### config.mk
export PLATFORM = sky130hd
export DESIGN_NAME = screen_scanout
export DESIGN_NICKNAME = d
export VERILOG_FILES = /design/src/rtl/screen_scanout.sv
export SDC_FILE = /design/constraint.sdc
export NUM_CORES = 1
export LEC_CHECK = 0
export ABC_AREA = 1
export CORE_UTILIZATION = 48
export DETAILED_ROUTE_END_ITERATION = 16
export PLACE_DENSITY_LB_ADDON = 0.2
export REMOVE_ABC_BUFFERS = 1
export SLEW_MARGIN = 20
export SYNTH_ARGS = -nofsm -noshare
export SYNTH_HDL_FRONTEND = slang
export SYNTH_SLANG_ARGS = --single-unit
### constraint.sdc
create_clock -name clk -period 10.8 [get_ports clk]
set_input_delay 3.24 -clock clk [delete_from_list [all_inputs] [get_ports clk]]
set_output_delay 3.24 -clock clk [all_outputs]
set_load 0.01 [all_outputs]
### src/rtl/screen_scanout.sv
// ---------------------------------------------------------------------------
// screen_scanout
//   Bitmapped monochrome video scanout. The design generates VGA-style timing
//   from the single clock, which is also the pixel clock. It fetches one
//   framebuffer word per WORD_W pixels from a single-port RAM with 1-cycle
//   read latency and shifts the word out LSB first (LSB = leftmost pixel).
//   CPU accesses share the RAM port. They are refused only in the display-slot
//   cycles that the scanout reserves.
//
//   Optional feature: define SCREEN_PALETTE_EN to enable the run-time palette.
//   In that build, fg_rgb/bg_rgb are sampled once per frame (h=0, last line)
//   and take effect from the next frame. Without the macro, the colours are
//   fixed at fg=12'hFFF and bg=12'h000.
//
// Ports
//   clk, reset            sole clock / synchronous active-high reset
//   cpu_load              1 = write strobe, 0 = read
//   cpu_addr, cpu_din     CPU word address / write data
//   cpu_busy              1 in display-slot cycles (CPU must hold request)
//   cpu_dout              read data, updated one cycle after accepted read
//   mem_addr, mem_we,
//   mem_wdata, mem_rdata  single-port RAM, 1-cycle read latency
//   h_sync, v_sync        active-low sync, registered
//   red, green, blue      4-bit colour, registered
//   fg_rgb, bg_rgb        palette inputs {R[11:8], G[7:4], B[3:0]}
// ---------------------------------------------------------------------------
module screen_scanout #(
  parameter int unsigned WORD_W   = 16,
  parameter int unsigned FB_W     = 512,
  parameter int unsigned FB_H     = 256,
  parameter int unsigned H_ACTIVE = 640,
  parameter int unsigned H_FP     = 16,
  parameter int unsigned H_SYNC   = 96,
  parameter int unsigned H_BP     = 48,
  parameter int unsigned V_ACTIVE = 480,
  parameter int unsigned V_FP     = 10,
  parameter int unsigned V_SYNC   = 2,
  parameter int unsigned V_BP     = 33,
  parameter int unsigned ADDR_W   = 13
) (
  input  logic              clk,
  input  logic              reset,
  input  logic              cpu_load,
  input  logic [ADDR_W-1:0] cpu_addr,
  input  logic [WORD_W-1:0] cpu_din,
  output logic              cpu_busy,
  output logic [WORD_W-1:0] cpu_dout,
  output logic [ADDR_W-1:0] mem_addr,
  output logic              mem_we,
  output logic [WORD_W-1:0] mem_wdata,
  input  logic [WORD_W-1:0] mem_rdata,
  output logic              h_sync,
  output logic              v_sync,
  output logic [3:0]        red,
  output logic [3:0]        green,
  output logic [3:0]        blue,
  input  logic [11:0]       fg_rgb,
  input  logic [11:0]       bg_rgb
);

  localparam int unsigned H_TOTAL = H_ACTIVE + H_FP + H_SYNC + H_BP;
  localparam int unsigned V_TOTAL = V_ACTIVE + V_FP + V_SYNC + V_BP;
  localparam int unsigned WPR     = FB_W / WORD_W;   // words per framebuffer row
  localparam int unsigned HW      = $clog2(H_TOTAL);
  localparam int unsigned VW      = $clog2(V_TOTAL);
  localparam int unsigned HS_LO   = H_ACTIVE + H_FP;
  localparam int unsigned HS_HI   = H_ACTIVE + H_FP + H_SYNC;
  localparam int unsigned VS_LO   = V_ACTIVE + V_FP;
  localparam int unsigned VS_HI   = V_ACTIVE + V_FP + V_SYNC;

  // Raster counters
  logic [HW-1:0] h;
  logic [VW-1:0] v;

  always_ff @(posedge clk) begin
    if (reset) begin
      h <= '0;
      v <= '0;
    end else if (h == HW'(H_TOTAL - 1)) begin
      h <= '0;
      v <= (v == VW'(V_TOTAL - 1)) ? '0 : v + 1'b1;
    end else begin
      h <= h + 1'b1;
    end
  end

  // Display-slot decode.
  // A slot sits two cycles before the first pixel of its word: one cycle of
  // RAM latency, then one cycle to register into the shifter. Looking at h+2
  // (mod H_TOTAL) gives the word column directly. When h+2 wraps, the slot
  // belongs to the following line, or to row 0 if this is the last line of
  // the frame.
  int unsigned hx, vx, hp2, row, slot_k;
  logic        slot_hit;
  logic [ADDR_W-1:0] scan_addr;

  always_comb begin
    hx  = 32'(h);
    vx  = 32'(v);
    hp2 = hx + 32'd2;
    row = vx;
    if (hp2 >= H_TOTAL) begin
      hp2 = hp2 - H_TOTAL;
      row = (vx == V_TOTAL - 1) ? 32'd0 : vx + 32'd1;
    end
    slot_k    = hp2 / WORD_W;
    slot_hit  = !reset && (hp2 % WORD_W == 32'd0) && (slot_k < WPR) && (row < FB_H);
    scan_addr = ADDR_W'(row * WPR + slot_k);
  end

  // Memory port arbitration: the scanout owns the port in slot cycles, and
  // the CPU owns it otherwise. Reset blocks CPU writes.
  logic accept;

  always_comb begin
    accept    = !slot_hit && !reset;
    cpu_busy  = slot_hit;
    mem_addr  = slot_hit ? scan_addr : cpu_addr;
    mem_we    = accept && cpu_load;
    mem_wdata = cpu_din;
  end

  // Palette
  logic [11:0] fg_q, bg_q;

`ifdef SCREEN_PALETTE_EN
  always_ff @(posedge clk) begin
    if (reset) begin
      fg_q <= 12'hFFF;
      bg_q <= 12'h000;
    end else if (h == '0 && v == VW'(V_TOTAL - 1)) begin
      fg_q <= fg_rgb;
      bg_q <= bg_rgb;
    end
  end
`else
  logic unused_palette;
  assign fg_q           = 12'hFFF;
  assign bg_q           = 12'h000;
  assign unused_palette = ^{fg_rgb, bg_rgb};
`endif

  // Fetch/read pipeline, pixel shifter and registered video outputs.
  // fetch_q and rd_q mark the cycle in which mem_rdata holds the word
  // requested one cycle earlier. They never coincide, because a slot cycle
  // is never an accepted CPU cycle.
  logic              fetch_q;
  logic              rd_q;
  logic [WORD_W-1:0] shifter;
  logic [11:0]       rgb_q;
  logic              in_fb;

  always_comb begin
    in_fb = (hx < FB_W) && (vx < FB_H) && (hx < H_ACTIVE) && (vx < V_ACTIVE);
  end

  always_ff @(posedge clk) begin
    if (reset) begin
      fetch_q  <= 1'b0;
      rd_q     <= 1'b0;
      shifter  <= '0;
      cpu_dout <= '0;
      rgb_q    <= '0;
      h_sync   <= 1'b1;
      v_sync   <= 1'b1;
    end else begin
      fetch_q <= slot_hit;
      rd_q    <= accept && !cpu_load;
      if (rd_q) begin
        cpu_dout <= mem_rdata;
      end
      // Loading the next word overrides the shift of the previous word's
      // last pixel. This keeps the pixel stream seamless across words.
      if (fetch_q) begin
        shifter <= mem_rdata;
      end else begin
        shifter <= shifter >> 1;
      end
      rgb_q  <= in_fb ? (shifter[0] ? fg_q : bg_q) : 12'h000;
      h_sync <= !((hx >= HS_LO) && (hx < HS_HI));
      v_sync <= !((vx >= VS_LO) && (vx < VS_HI));
    end
  end

  always_comb begin
    red   = rgb_q[11:8];
    green = rgb_q[7:4];
    blue  = rgb_q[3:0];
  end

endmodule
==> impl_metrics.json, run 1 <==
{
  "setup.worst_path.class": "in -> out",
  "vias_per_cell": 4.973,
  "mappedNetlistArea_um2": 3477,
  "antenna_found_initial": 0,
  "ctsResizeCount": 0,
  "io_pins": 133,
  "area_delta_synth_final_pct": 23.07,
  "hpwl_mm": 5.938,
  "design_area_um2": 4279,
  "globalRouteTotalUtil_pct": 22.37,
  "worst_skew_pair.late_latency_ns": 0.33,
  "final_layout_size_suffix_gt1_share_pct": 6.915,
  "final_nets": 648,
  "ctsHoldBuffers": 0,
  "post_cts_buffers": 0,
  "fin_worst_skew_ns": 0.008475,
  "tritoncts_clock_tree": "done",
  "drt.antenna.violating_nets": 0,
  "layout_commonest_cell": "sky130_fd_sc_hd__nand2_1",
  "cap_viol_max_count": 0,
  "slew-limit-headroom_pct": 53.91,
  "diodes": 0,
  "filler_cell_count": 665,
  "fin_crit_ns": 8.697,
  "clock-root-buffer": "sky130_fd_sc_hd__clkbuf_8",
  "reg2reg_from": "h[1]$_SDFF_PP0_",
  "post_synth_main_area_contributors": "sky130_fd_sc_hd__dfxtp_1, sky130_fd_sc_hd__nand2_1, sky130_fd_sc_hd__nor2_1, sky130_fd_sc_hd__o21ai_0, sky130_fd_sc_hd__buf_4",
  "grt_max_degree": 38,
  "finalCoreUtilization_pct": 61.96,
  "dpl-instance-area_um2": 4090,
  "numPortBuffers": 76,
  "rsz0062_at_grt": "no",
  "core_area_um2": 6907,
  "portion_of_the_clock_cycle_consumed_by_the_worst_path_in_the_final_layout_pct": 80.52,
  "setup-violations-final": 0,
  "floorplan.rows": 30,
  "initial_utilization_pct": 50.34,
  "synth_largest_type_area_fraction_pct": 32.82,
  "required_ns": 7.56,
  "first_pass_iters": 5,
  "dieArea_um2": 7588,
  "max_freq_ghz": 0.1150,
  "post_synth_num_cell_types": 37,
  "power_per_cell_area_nw_per_um2": 111.4,
  "hp-start": "shifter[2]$_SDFF_PP0_",
  "cts_buffers": 9,
  "dr.first_iter.drc_count": 231,
  "routed-via-count": 3282,
  "synth_sequential_area_ratio_pct": 32.82,
  "cts.sinks": 57,
  "synthesis.instances": 513,
  "gr-total-overflow": 0,
  "cts.clk_slew.worst_paths_ns": 0.06,
  "crit_arrival_ns": 5.46,
  "irDropWorstVdd_uv": 116.5,
  "grt_first_pass_wirelength_mm": 13.28,
  "totalNegativeSetupSlack_ns": 0,
  "route.detailed.drc": 0,
  "routed_wl_mm": 8.067,
  "synthesis.area_per_instance_um2": 6.778,
  "yosys_register_bits": 57,
  "clock_tree.htree_level_count": 3,
  "crit_path_start": "reset",
  "die_height_um": 87.11,
  "weighted_congestion_at_the_end_of_routability_driven_global_placement": 0.9135,
  "timing_worst_slew_pin_value_ns": 0.6897,
  "hp-class": "reg -> reg",
  "run_status": "complete, no violations",
  "end_kind": "primary output",
  "yosysTopAreaCell": "sky130_fd_sc_hd__dfxtp_1",
  "cts_max_path_buffers": 2,
  "synth-warning-count": 0,
  "most_used_cells_in_the_layout_excluding_fill_and_tap_cells": "sky130_fd_sc_hd__nand2_1, sky130_fd_sc_hd__nor2_1, sky130_fd_sc_hd__clkdlybuf4s50_1",
  "hold_violations": 0,
  "die_x_um": 87.11,
  "via_count_of_the_first_global_routing_pass": 3010,
  "maxSlewViolCount": 0,
  "worst_setup_path_start_kind": "input port",
  "worst-path-max-fanout": 17,
  "power_leakage_nw": 1.915,
  "route.detailed.wl_per_inst_um": 12.22
}
## synthesized netlist by cell type
master                     instances
sky130_fd_sc_hd__nand2_1         105
sky130_fd_sc_hd__nor2_1           91
sky130_fd_sc_hd__dfxtp_1          57
sky130_fd_sc_hd__o21ai_0          52
sky130_fd_sc_hd__inv_1            48
sky130_fd_sc_hd__buf_4            29
sky130_fd_sc_hd__nand3_1          24
sky130_fd_sc_hd__ha_1             16
sky130_fd_sc_hd__a21oi_1          11
sky130_fd_sc_hd__clkbuf_1         10
sky130_fd_sc_hd__nand2_2           9
sky130_fd_sc_hd__xor2_1            7
sky130_fd_sc_hd__o22ai_1           6
sky130_fd_sc_hd__nor3_1            5
sky130_fd_sc_hd__nand4_1           4
sky130_fd_sc_hd__o21ai_2           4
sky130_fd_sc_hd__a31oi_1           3
sky130_fd_sc_hd__inv_2             3
sky130_fd_sc_hd__nor2_4            3
sky130_fd_sc_hd__nor4_1            3
sky130_fd_sc_hd__xnor2_1           3
sky130_fd_sc_hd__nand3_2           2
sky130_fd_sc_hd__nand3_4           2
sky130_fd_sc_hd__nor2_2            2
sky130_fd_sc_hd__o31ai_1           2
sky130_fd_sc_hd__a211oi_1          1
sky130_fd_sc_hd__and3_1            1
sky130_fd_sc_hd__buf_1             1
sky130_fd_sc_hd__buf_2             1
sky130_fd_sc_hd__buf_6             1
sky130_fd_sc_hd__fa_1              1
sky130_fd_sc_hd__nand3b_1          1
sky130_fd_sc_hd__nor3b_1           1
sky130_fd_sc_hd__o211ai_1          1
sky130_fd_sc_hd__o21a_1            1
sky130_fd_sc_hd__o21ai_1           1
sky130_fd_sc_hd__o32ai_1           1
## power breakdown
group / leakage (nW) / switching (W) / internal (W)
combinational: 1.35 / 0.0000269 / 0.0000328
sequential: 0.464 / 0.00000680 / 0.000219
clock: 0.0974 / 0.0000788 / 0.000112
## cell families after synthesis
family / count (synthesis) / synth area share (%)
buffers and inverters: 93 / 13.42
adders and majority gates: 17 / 6.333
xor gates and xnor gates: 10 / 2.519
DFF: 57 / 32.82
and+or+nand+nor: 253 / 31.74
AOI/OAI and AO/OA: 83 / 13.17
## critical path: stages
cell,delay (ns)
sky130_fd_sc_hd__clkdlybuf4s50_1,0.58
sky130_fd_sc_hd__nor2_1,0.19
sky130_fd_sc_hd__and3_1,0.23
sky130_fd_sc_hd__nand2_1,0.08
sky130_fd_sc_hd__nor2_2,0.13
sky130_fd_sc_hd__nand3_4,0.22
sky130_fd_sc_hd__o21ai_0,0.22
sky130_fd_sc_hd__clkdlybuf4s50_1,0.56
## cell type report
type	instances	area, um2	share of cell area, %
well taps	96	120.1	2.807
inverters	51	191.4	4.474
flip-flops and latches	57	1141	26.67
clock buffers	13	148.9	3.480
multi-input cells	363	1869	43.68
repair buffers	77	768.2	17.95
clock inverters	3	40.04	0.9357
## registers in the layout, indices dropped and copies added, names as in the netlist
signal	count
h_sync	1
cpu_dout	16
rgb_q	1
v_sync	1
rd_q	1
shifter	16
fetch_q	1
v	10
h	10
## per-stage QoR
| stage | worst slack, ns | hold slack [ns] | instances | power, W |
|---|---|---|---|---|
| 3_5_place_dp | 2.123 | 0.4549 | 644 | 0.0002899 |
| 4_1_cts | 2.120 | 0.4587 | 660 | 0.0004826 |
| 6_report | 2.103 | 0.4582 | 660 | 0.0004766 |
| 2_1_floorplan | 3.389 | 0.4253 | 471 | 0.0002534 |
| 3_3_place_gp | 2.163 | 0.4497 | 644 | 0.0002891 |
| 5_1_grt | 2.014 | 0.4918 | 660 | 0.0004999 |
## final timing paths
path / to / slack [ns] / cells after the start
worst max register to register: rd_q$_SDFF_PP0_ / 7.88 / 21
worst max-delay path: mem_addr[7] / 2.10 / 8
worst min register to register: shifter[1]$_SDFF_PP0_ / 0.46 / 2
worst min-delay path: shifter[1]$_SDFF_PP0_ / 0.46 / 2
## per-layer routing
| metal | global-route usage, % | part of all wire, % | up-vias |
|---|---|---|---|
| li1 | - | - | 1720 |
| met1 | 27.90 | 48 | 1448 |
| met2 | 35.08 | 43 | 106 |
| met3 | 8.436 | 7.7 | 8 |
| met4 | 7.899 | 1.5 | 0 |
| met5 | 2.797 | 0 | - |
Power figures use the tool's default switching activity.
==> inputs of run 2 (changes only) <==
- CORE_UTILIZATION: 48 -> 40
- clock period: 10.8 -> 7.23 ns (I/O delays scaled with it)
==> run 2 against run 1 <==
- sequential power increased by 49%
- critical path type is now reg -> out
- routed wire length up 1.7%
- clock power rose by 79%
- hold slack better by 0.0085 ns
- via count down 1.0%
- global-route usage fell by 3.3 points
- clock skew fell by 0.0031 ns
- clock-buffer cell count is 2 lower
- highest routed layer unchanged
==> impl_metrics.json, run 2 (synthesized netlist as in run 1, its figures left out) <==
{
  "run_status": "complete, no violations",
  "maxSlewViolCount": 0,
  "largestRegisters": "cpu_dout (16), shifter (16)",
  "maxUsedRoutingLayer": "met4",
  "routedLengthMet1_mm": 3.992,
  "grt_max_degree": 38,
  "power_per_cell_area_nw_per_um2": 176.7,
  "cp_slowest_cell": "sky130_fd_sc_hd__clkdlybuf4s50_1",
  "floorplan.rows": 33,
  "finish.cell_count_without_fillers": 670,
  "rsz0062_at_grt": "no",
  "first_pass_iters": 4,
  "fin_total_pwr_w": 0.0007673,
  "placed_cells": 654,
  "power_leakage_nw": 1.939,
  "clock-root-buffer": "sky130_fd_sc_hd__clkbuf_8",
  "fin_worst_skew_ns": 0.005425,
  "vias_per_cell": 4.849,
  "post_cts_buffers": 0,
  "worst-path-max-fanout": 16,
  "max_freq_ghz": 0.1490,
  "weighted_congestion_at_the_end_of_routability_driven_global_placement": 0.8613,
  "drt.antenna.violating_nets": 0,
  "final_layout_size_suffix_gt1_share_pct": 7.788,
  "irDropWorstVdd_uv": 135.4,
  "worst-r2r-setup-slack_ns": 4.26,
  "cts_buffers": 9,
  "timing_worst_slew_pin_value_ns": 0.7072,
  "reg2regPathDepth": 21,
  "initial_utilization_pct": 41.90,
  "met3WireLength_um": 635,
  "area_delta_synth_final_pct": 24.90,
  "totalNegativeSetupSlack_ns": 0,
  "cap_viol_max_count": 0,
  "portion_of_the_clock_cycle_consumed_by_the_worst_path_in_the_final_layout_pct": 92.82,
  "required_ns": 5.06,
  "cts.clk_slew.worst_paths_ns": 0.07,
  "end_kind": "primary output",
  "io_pins": 133,
  "numPortBuffers": 76,
  "antenna_found_initial": 0,
  "hp-start": "shifter[3]$_SDFF_PP0_",
  "setup-violations-final": 0,
  "tritoncts_clock_tree": "done",
  "critical-path-max-stage-delay_ns": 0.54,
  "hpwl_mm": 6.082,
  "layout_commonest_cell": "sky130_fd_sc_hd__nand2_1",
  "most_numerous_cell_on_the_critical_path": "sky130_fd_sc_hd__nand2_1",
  "slew-limit-headroom_pct": 52.74,
  "via_count_of_the_first_global_routing_pass": 2991,
  "route.met2.wl_mm": 3.506,
  "route.detailed.wl_per_inst_um": 12.24,
  "sequential_cell_area_um2": 1141,
  "die_x_um": 95.24,
  "cts.sinks": 57,
  "grt_first_pass_wirelength_mm": 13.52,
  "routed_wl_mm": 8.201,
  "dr.first_iter.drc_count": 201,
  "gr-total-overflow": 0,
  "die_height_um": 95.24,
  "dieArea_um2": 9070,
  "multi_input_comb_area_um2": 1874,
  "diodes": 0,
  "reg2reg_from": "h[1]$_SDFF_PP0_",
  "route.detailed.drc": 0,
  "routed-via-count": 3249,
  "worst_skew_pair.late_latency_ns": 0.33,
  "final_nets": 649,
  "hold_violations": 0,
  "core_area_um2": 8299,
  "cts_max_path_buffers": 2,
  "hp-class": "reg -> reg",
  "crit_arrival_ns": 4.54,
  "filler_cell_count": 817,
  "worst_setup_path_start_kind": "flip-flop",
  "crit-reg2reg-capture": "rd_q$_SDFF_PP0_",
  "critical_path_destination": "mem_addr[11]",
  "globalRouteTotalUtil_pct": 19.09,
  "setup.worst_path.class": "reg -> out",
  "fin_crit_ns": 6.711,
  "crit_path_start": "h[1]$_SDFF_PP0_",
  "clock_tree.htree_level_count": 3,
  "most_used_cells_in_the_layout_excluding_fill_and_tap_cells": "sky130_fd_sc_hd__nand2_1, sky130_fd_sc_hd__nor2_1, sky130_fd_sc_hd__clkdlybuf4s50_1"
}
run 2: cell types whose count changed in the layout (fill, tap and decap cells not counted), sizes merged:
cell | before | now
bufinv | 1 | 2
buf | 1 | 2
clkbuf | 13 | 11
clkinvlp | 0 | 1
run 2: worst max-delay path, delay by kind of cell (launching register included):
kind | cells | cell delay [ns]
adders and majority gates | 3 | 0.78
AOI/OAI and AO/OA | 5 | 0.77
buffers and inverters | 5 | 1.02
DFF | 1 | 0.46
and+or+nand+nor | 13 | 1.03
xor gates and xnor gates | 1 | 0.14
run 2: final cells by class:
class	instances	share of cell area (%)
Multi-Input combinational cell	363	43.16
Clock buffer	11	3.486
Sequential cell	57	26.27
Tap cell	105	3.025
Timing Repair Buffer	78	17.86
Clock inverter	5	1.786
Inverter	51	4.408
run 2: per-stage QoR:
stage	util, %	setup WS, ns	hold slack [ns]	area [um2]
after floorplan	-	1.747	0.4253	3202
after global placement	49.51	0.8163	0.4496	4109
after detailed placement	49.51	0.7855	0.4570	4109
after CTS	52.27	0.4203	0.4713	4338
after global routing	52.33	0.02909	0.5137	4343
final	52.33	0.5189	0.4667	4343
run 2: how the worst min path moves through the flow:
| stage | cells after the start | slack, ns | end |
|---|---|---|---|
| 2_1_floorplan | 2 | 0.43 | rgb_q[10]$_SDFF_PP0_ |
| 3_3_place_gp | 2 | 0.45 | shifter[4]$_SDFF_PP0_ |
| 6_report | 2 | 0.47 | shifter[2]$_SDFF_PP0_ |
| 5_1_grt | 1 | 0.51 | rgb_q[10]$_SDFF_PP0_ |
| 4_1_cts | 2 | 0.47 | shifter[10]$_SDFF_PP0_ |
| 3_5_place_dp | 2 | 0.46 | shifter[0]$_SDFF_PP0_ |
run 2: metal layers:
metal  global-route usage (%)  vias up
li1                         -     1723
met5                    2.381        -
met2                    30.24      106
met1                    23.94     1415
met3                    6.220        5
met4                    6.818        0
run 2: repair_timing:
| item | CTS | global route |
|---|---|---|
| hold buffers | 0 | 0 |
| resized for setup | 0 | 2 |
| setup endpoints to repair | 0 | 1 |
run 2: report_power, final:
part / switching (W) / leakage, nW / internal [W]
clock: 0.000129 / 0.115 / 0.000212
combinational: 0.0000401 / 1.36 / 0.0000495
sequential: 0.00000991 / 0.464 / 0.000327
==> inputs of run 3 (changes only) <==
- CORE_UTILIZATION: 40 -> 30
==> run 3 against run 2 <==
- global-route usage shrank 3.9 points
- final area is 3.2% higher
- utilization is 12 points lower
- hold slack about the same
- worst setup slack better by 0.021 ns
- combinational power is essentially flat
- clock power is 32% higher
- register-to-register slack is essentially flat
- clock-buffer cell count fell by 2
- sequential cell count unchanged
- largest cell class unchanged
==> impl_metrics.json, run 3 (synthesized netlist as in run 1, its figures left out) <==
{
  "run_status": "complete, no violations",
  "tritoncts_clock_tree": "done",
  "dr.first_iter.drc_count": 89,
  "via_count_of_the_first_global_routing_pass": 3008,
  "crit-reg2reg-capture": "rd_q$_SDFF_PP0_",
  "hpwl_mm": 6.425,
  "grt_max_degree": 38,
  "placed_cells": 689,
  "diodes": 0,
  "sequential_cell_area_um2": 1141,
  "holdPathStages": 2,
  "reg2reg_from": "h[2]$_SDFF_PP0_",
  "maxUsedRoutingLayer": "met4",
  "met3WireLength_um": 759,
  "route.detailed.wl_per_inst_um": 12.22,
  "multi_input_comb_area_um2": 1876,
  "dieArea_um2": 12030,
  "cap_viol_max_count": 0,
  "final_layout_size_suffix_gt1_share_pct": 7.788,
  "clock-root-buffer": "sky130_fd_sc_hd__clkbuf_16",
  "route.met2.wl_mm": 3.596,
  "reg2regPathDepth": 21,
  "most_numerous_cell_on_the_critical_path": "sky130_fd_sc_hd__nand2_1",
  "cts.sinks": 57,
  "most_used_cells_in_the_layout_excluding_fill_and_tap_cells": "sky130_fd_sc_hd__nand2_1, sky130_fd_sc_hd__nor2_1, sky130_fd_sc_hd__clkdlybuf4s50_1",
  "worst-path-max-fanout": 16,
  "timing_worst_slew_pin_value_ns": 0.6925,
  "power_leakage_nw": 1.979,
  "routed_wl_mm": 8.612,
  "power_per_cell_area_nw_per_um2": 195.8,
  "clock_tree.htree_level_count": 3,
  "worstPathBufferInverterCount": 4,
  "area_delta_synth_final_pct": 28.90,
  "hp-start": "shifter[2]$_SDFF_PP0_",
  "timing.final.ws_setup_ns": 0.5398,
  "largestRegisters": "cpu_dout (16), shifter (16)",
  "irDropWorstVdd_uv": 151.3,
  "required_ns": 5.06,
  "pre_cts_slack_ns": 0.7311,
  "totalNegativeSetupSlack_ns": 0,
  "cts_buffers": 9,
  "first_pass_iters": 4,
  "grt_first_pass_wirelength_mm": 14.12,
  "net-switching-power_w": 0.0001998,
  "critical-path-max-stage-delay_ns": 0.54,
  "route.detailed.drc": 0,
  "vias_per_cell": 4.611,
  "numPortBuffers": 76,
  "die_height_um": 109.7,
  "gr-total-overflow": 0,
  "slew-limit-headroom_pct": 53.72,
  "setup.worst_path.class": "reg -> out",
  "routedLengthMet1_mm": 4.195,
  "weighted_congestion_at_the_end_of_routability_driven_global_placement": 0.8323,
  "worst-r2r-setup-slack_ns": 4.27,
  "worst_skew_pair.late_latency_ns": 0.32,
  "die_x_um": 109.7,
  "max_freq_ghz": 0.1495,
  "cp_slowest_cell": "sky130_fd_sc_hd__clkdlybuf4s50_1",
  "io_pins": 133,
  "finish.cell_count_without_fillers": 705,
  "filler_cell_count": 1193,
  "worst_setup_path_start_kind": "flip-flop",
  "end_kind": "primary output",
  "portion_of_the_clock_cycle_consumed_by_the_worst_path_in_the_final_layout_pct": 92.53,
  "power_report.internal_total_w": 0.0006778,
  "cts.clk_slew.worst_paths_ns": 0.05,
  "min_to": "shifter[1]$_SDFF_PP0_",
  "globalRouteTotalUtil_pct": 15.19,
  "initial_utilization_pct": 31.39,
  "clock_power_share_pct": 51.4,
  "fin_worst_skew_ns": 0.006146,
  "critical-path-top-delay-family": "simple AND/OR/NAND/NOR gates",
  "drt.antenna.violating_nets": 0,
  "routed-via-count": 3251,
  "power.switching_fraction_pct": 22.76,
  "maxSlewViolCount": 0,
  "seqPwrFrac_pct": 38.4,
  "final_nets": 649,
  "crit_arrival_ns": 4.52,
  "antenna_found_initial": 0,
  "core_area_um2": 11080,
  "setup-violations-final": 0,
  "layout_commonest_cell": "sky130_fd_sc_hd__nand2_1",
  "fin_crit_ns": 6.690,
  "hp-class": "reg -> reg",
  "combinational_group_share_of_total_power_pct": 10.2,
  "rsz0062_at_grt": "no",
  "floorplan.rows": 38,
  "hold_violations": 0,
  "cts_max_path_buffers": 2
}
## run 3: worst register-to-register path: cells and delay by family, from the launching register on
kind,cells,cell delay [ns]
adders and majority gates,2,0.45
buffers and inverters,3,0.40
DFF,1,0.46
and+or+nand+nor,16,1.58
## run 3: cell type report
type	instances	share of cell area (%)
clock buffer	9	5.025
clock inverter	7	2.122
inverter	51	4.327
multi-input combinational	363	41.85
sequential	57	25.46
tap	140	3.908
timing repair buffer	78	17.31
## run 3: through the flow
| stage | cell area (um2) | hold slack, ns | power, W | util, % |
|---|---|---|---|---|
| 6_report | 4482 | 0.4666 | 0.0008776 | 40.46 |
| 5_1_grt | 4482 | 0.4980 | 0.0009175 | 40.46 |
| 4_1_cts | 4473 | 0.4733 | 0.0008901 | 40.38 |
| 3_5_place_dp | 4153 | 0.4557 | 0.0004345 | 37.49 |
| 3_3_place_gp | 4153 | 0.4504 | 0.0004338 | 37.49 |
| 2_1_floorplan | 3202 | 0.4253 | 0.0003786 | - |
## run 3: what timing repair did
action | 4_1_cts | 5_1_grt
gates resized for setup | 0 | 3
hold buffers | 0 | 0
buffers inserted | 0 | 0
setup endpoints to repair | 0 | 2
## run 3: power by group through the flow
stage               sequential [W]  combinational (W)  clock, W
detailed placement        0.000344          0.0000905         0
global route              0.000339           0.000100  0.000478
finish                    0.000337          0.0000895  0.000451
global placement          0.000344          0.0000899         0
floorplan                 0.000345          0.0000332         0
CTS                       0.000338          0.0000911  0.000461
## run 3: metal layers
metal / up-vias / global-route usage, %
met3: 8 / 6.283
met2: 93 / 22.87
met4: 0 / 4.857
met1: 1435 / 19.45
met5: - / 1.786
li1: 1715 / -
## run 3: worst max path at each step
stage / to / cells after the start / from
2_1_floorplan: mem_addr[11] / 26 / h[1]$_SDFF_PP0_
5_1_grt: mem_addr[11] / 28 / h[2]$_SDFF_PP0_
4_1_cts: mem_addr[12] / 30 / h[1]$_SDFF_PP0_
3_5_place_dp: mem_addr[12] / 30 / h[1]$_SDFF_PP0_
6_report: mem_addr[11] / 27 / h[1]$_SDFF_PP0_
3_3_place_gp: mem_addr[12] / 30 / h[1]$_SDFF_PP0_
